File: src/rtl/bcd_updown_counter.sv
// Cascadable up/down BCD counter: DIGITS decades with wrap or saturate at terminal count.
// Also provides a clamped parallel load, a sticky overflow flag and a load-error pulse.
module bcd_digit (
  input  logic       clk,
  input  logic       reset_n,
  input  logic       clear,
  input  logic       load,
  input  logic [3:0] ld,
  input  logic       step,
  input  logic       up,
  output logic [3:0] q
);
  always_ff @(posedge clk or negedge reset_n) begin
    if (!reset_n)   q <= 4'd0;
    else if (clear) q <= 4'd0;
    else if (load)  q <= (ld > 4'd9) ? 4'd9 : ld;
    else if (step) begin
      if (up) q <= (q == 4'd9) ? 4'd0 : q + 4'd1;
      else    q <= (q == 4'd0) ? 4'd9 : q - 4'd1;
    end
  end
endmodule

module bcd_updown_counter #(
  parameter int unsigned DIGITS = 3,
  parameter bit          WRAP   = 1'b1
) (
  input  logic                  clk,
  input  logic                  reset_n,
  input  logic                  enable,
  input  logic                  up,
  input  logic                  clear,
  input  logic                  load,
  input  logic [4*DIGITS-1:0]   load_value,
  output logic [4*DIGITS-1:0]   count,
  output logic                  done,
  output logic                  overflow,
  output logic                  load_err
);
  logic [DIGITS-1:0][3:0] digs;
  logic [DIGITS-1:0][3:0] lvd;
  logic [DIGITS:0]        all9, all0;
  logic [DIGITS-1:0]      step, bad;
  logic                   term, adv;

  assign lvd     = load_value;
  assign count   = digs;
  assign all9[0] = 1'b1;
  assign all0[0] = 1'b1;

  // all9[k]/all0[k]: every digit below k sits at 9/0, i.e. digit k is the next to ripple
  for (genvar k = 0; k < DIGITS; k++) begin : g_dig
    assign all9[k+1] = all9[k] & (digs[k] == 4'd9);
    assign all0[k+1] = all0[k] & (digs[k] == 4'd0);
    assign bad[k]    = lvd[k] > 4'd9;
    assign step[k]   = adv & (up ? all9[k] : all0[k]);

    bcd_digit u_dig (
      .clk     (clk),
      .reset_n (reset_n),
      .clear   (clear),
      .load    (load),
      .ld      (lvd[k]),
      .step    (step[k]),
      .up      (up),
      .q       (digs[k])
    );
  end

  assign term = up ? all9[DIGITS] : all0[DIGITS];
  assign adv  = enable & ~clear & ~load & (WRAP | ~term);
  assign done = enable & term & ~clear & ~load;

  always_ff @(posedge clk or negedge reset_n) begin
    if (!reset_n) begin
      overflow <= 1'b0;
      load_err <= 1'b0;
    end else begin
      load_err <= ~clear & load & (|bad);
      if (clear)                        overflow <= 1'b0;
      else if (!load && enable && term) overflow <= 1'b1;
    end
  end
endmodule

File: config.mk
export PLATFORM = sky130hd
export DESIGN_NAME = bcd_updown_counter
export DESIGN_NICKNAME = d
export VERILOG_FILES = /design/src/rtl/bcd_updown_counter.sv
export SDC_FILE = /design/constraint.sdc
export NUM_CORES = 1
export LEC_CHECK = 0
export CORE_MARGIN = 2
export CORE_UTILIZATION = 35
export DETAILED_ROUTE_END_ITERATION = 6
export MAX_ROUTING_LAYER = met4
export PLACE_DENSITY = 0.67
export SLEW_MARGIN = 20
export SYNTH_ARGS = -nofsm -noshare
export SYNTH_HDL_FRONTEND = slang
export SYNTH_HIERARCHICAL = 1
export SYNTH_SLANG_ARGS = --single-unit
export TNS_END_PERCENT = 1
File: constraint.sdc
create_clock -name clk -period 3.7 [get_ports clk]
set_input_delay 1.11 -clock clk [delete_from_list [all_inputs] [get_ports clk]]
set_output_delay 1.11 -clock clk [all_outputs]
set_load 0.005 [all_outputs]
==> flow_summary.toml <==
[run_status]
status = "complete, no violations"

[clock_tree]
cts-root-buf = "clkbuf_8"
clk_path_buf_depth = 2
cts_tree = "yes"
clkTransAtPathRegs_ps = 60
post_cts_buffers = 0
numCtsBuffers = 3
clock_sinks = 14
cts_max_level = 1
clock_latency_ps = 250

[die]
die_area_um2 = 4880
coreArea_um2 = 4090
ioPinCount = 33
start_util_pct = 37.1
die-height_um = 69.9
die_w_um = 69.9
std_cell_rows = 23

[sta]
rsz0062_at_grt = "false"
drv_slew = 0
fin_hold_ws_ps = 491
worst_slew_margin_rel_pct = 54.2
finalHoldViolations = 0
setup_violations = 0
finalClockSkew_ps = 0.701
max_freq_ghz = 0.285
tightestPinTransition_ps = 684
min_period_over_period_pct = 94.9
fin_ws_ps = 187
finalCriticalPeriod_ps = 3510

[setup_path]
crit_type = "in2out"
cp-end-kind = "output pin"
worst_ep_arrival_time_ps = 2400
worst_setup_path_start_kind = "primary input"
crit_required_ps = 2590
critPathMaxFanout = 4

[logic_synthesis]
synthCells = 190
synth_edf_count = 0
syn-cell-area_um2 = 1520
synthArstFlopShare_pct = 100
yosys_warnings = 6
yosys-top-cells-area = "dfrtp_1 (23%), ha_1 (9.9%), inv_1 (5.9%), a31oi_1 (4.9%), a21oi_1 (4.3%)"
synth_most_common_cell = "inv_1"
ys_types = 34
yosys_register_bits = 14
ys.flop_type = "dfrtp_1"
syn_area_per_cell_um2 = 7.99
synth_largest_area_cell = "dfrtp_1"
yosysSeqAreaShare_pct = 23.1
synth_nets = 220
synth_top_area_share_pct = 23.1
netlist_top_cells_count = "inv_1 (24), nand2_1 (15), dfrtp_1 (14), a21oi_1 (13)"

[drt]
wl_met3_um = 186
vias = 1549
wirelength_um = 4060
drt.antenna.violating_nets = 0
firstDrtPassIters = 4
routed_via_density = 5.51
drt_iter0_markers = 79
wl_met2_um = 1930
wl_met1_um = 1900
top_layer = "met4"
remaining_drc_errors = 0
wl_per_cell_um = 14.4

[placed_design]
io_buffers = 32
post-dp-hpwl_um = 3070
gp_congestion = 0.885
place_inst = 277
dpl_worst_slack_ps = -367

[global_route]
grt_pass1_wl_um = 6980
overflow = 0
track_usage_pct = 17.8
grt_max_degree = 34
grt_pass1_vias = 1469
antenna_found_initial = 0

[power_and_ir_drop]
ir_drop_v = 0.000204
p_per_area_nw_per_um2 = 269
p_leak_nw = 0.861
total_power_mw = 0.539

[flow_run]
drv_cap = 0

[layout]
post-route-util_pct = 49.0
syn_to_final_growth_pct = 32.0
drive_gt1_share_pct = 10.8
diodes = 0
stdcell_count = 281
nets = 262

[min_path]
holdCritPathClass = "reg2reg"
-- stage by stage --
stage,setup TNS (ps),area (um^2)
2_1_floorplan,0,1520
6_report,0,2000
3_5_place_dp,-367,1950
4_1_cts,0,2000
5_1_grt,0,2000
3_3_place_gp,-349,1950
-- routing by layer --
metal,track usage (%),up-vias
met5,-,-
met2,28.1,38
met4,4.91,0
met3,2.74,5
met1,23.8,723
li1,-,783
-- placed cells by master, fill, tap and decap left out, types with 3 or more instances in the layout --
| master | n |
|---|---|
| clkdlybuf4s50_1 | 30 |
| buf_4 | 8 |
| xnor2_1 | 3 |
| nand3_1 | 3 |
| o21a_1 | 3 |
| and3_1 | 7 |
| o21bai_1 | 3 |
| nor3_1 | 6 |
| nand2_1 | 15 |
| or2_2 | 3 |
| o21ai_0 | 6 |
| or3b_1 | 3 |
| inv_1 | 24 |
| a31oi_1 | 12 |
| a221oi_1 | 6 |
| dfrtp_1 | 14 |
| clkbuf_8 | 4 |
| o41ai_2 | 3 |
| ha_1 | 12 |
| nor2_1 | 7 |
| a211oi_1 | 6 |
| nand2b_1 | 6 |
| o21ai_1 | 3 |
| nor2b_1 | 9 |
| nor4_1 | 3 |
| a21oi_1 | 13 |
| o31ai_1 | 6 |
-- cell type report --
class	instances	area, um^2
Fill cell	423	2080
Clock buffer	4	55.1
Inverter	24	90.1
Timing Repair Buffer	40	378
Multi-Input combinational cell	149	1070
Sequential cell	14	350
Tap cell	50	62.6
-- flip-flops by register name, indices dropped and copies added (netlist names) --
name           cells
load_err           1
overflow           1
g_dig.u_dig/q     12
-- final timing paths --
path / start / end / slack (ps) / cells past startpoint
hold reg to reg: overflow$_DFFE_PN0P_ / overflow$_DFFE_PN0P_ / 490 / 1
setup reg to reg: g_dig[0].u_dig/q[2]$_DFFE_PN0P_ / g_dig[2].u_dig/q[3]$_DFFE_PN0P_ / 1770 / 6
min in group asynchronous: reset_n / g_dig[0].u_dig/q[2]$_DFFE_PN0P_ / 1280 / 1
hold / removal: overflow$_DFFE_PN0P_ / overflow$_DFFE_PN0P_ / 490 / 1
setup / recovery: up / done / 190 / 5
max in group asynchronous: reset_n / g_dig[2].u_dig/q[0]$_DFFE_PN0P_ / 1990 / 1
-- worst max-delay path, stage by stage --
cell and delay [ps]:
dlygate4sd2_1 290, nor3_2 220, nand3_2 110, a2111oi_4 390, dlygate4sd2_1 280
-- where the power goes --
group          leakage [nW]  internal [mW]  total (mW)  switching, mW
Clock                0.0288         0.0944       0.150         0.0559
Sequential            0.185          0.164       0.188         0.0246
Combinational         0.647          0.102       0.201         0.0988
-- kinds of logic (layout without fill, tap and decap cells) --
family | after synthesis | count (layout) | synth area share (%)
xor gates and xnor gates | 3 | 3 | 1.73
buffers and inverters | 27 | 68 | 6.92
DFF | 14 | 14 | 23.1
and+or+nand+nor | 69 | 69 | 27.0
adders and majority gates | 12 | 12 | 9.89
AOI/OAI and AO/OA | 64 | 64 | 30.7
muxes | 1 | 1 | 0.660
-- repair_timing --
item	4_1_cts	5_1_grt
hold buffers	0	0
gates resized for setup	3	0
endpoints found under the hold margin	0	0
setup endpoints to repair	1	0
(Power assumes the default switching activity.)
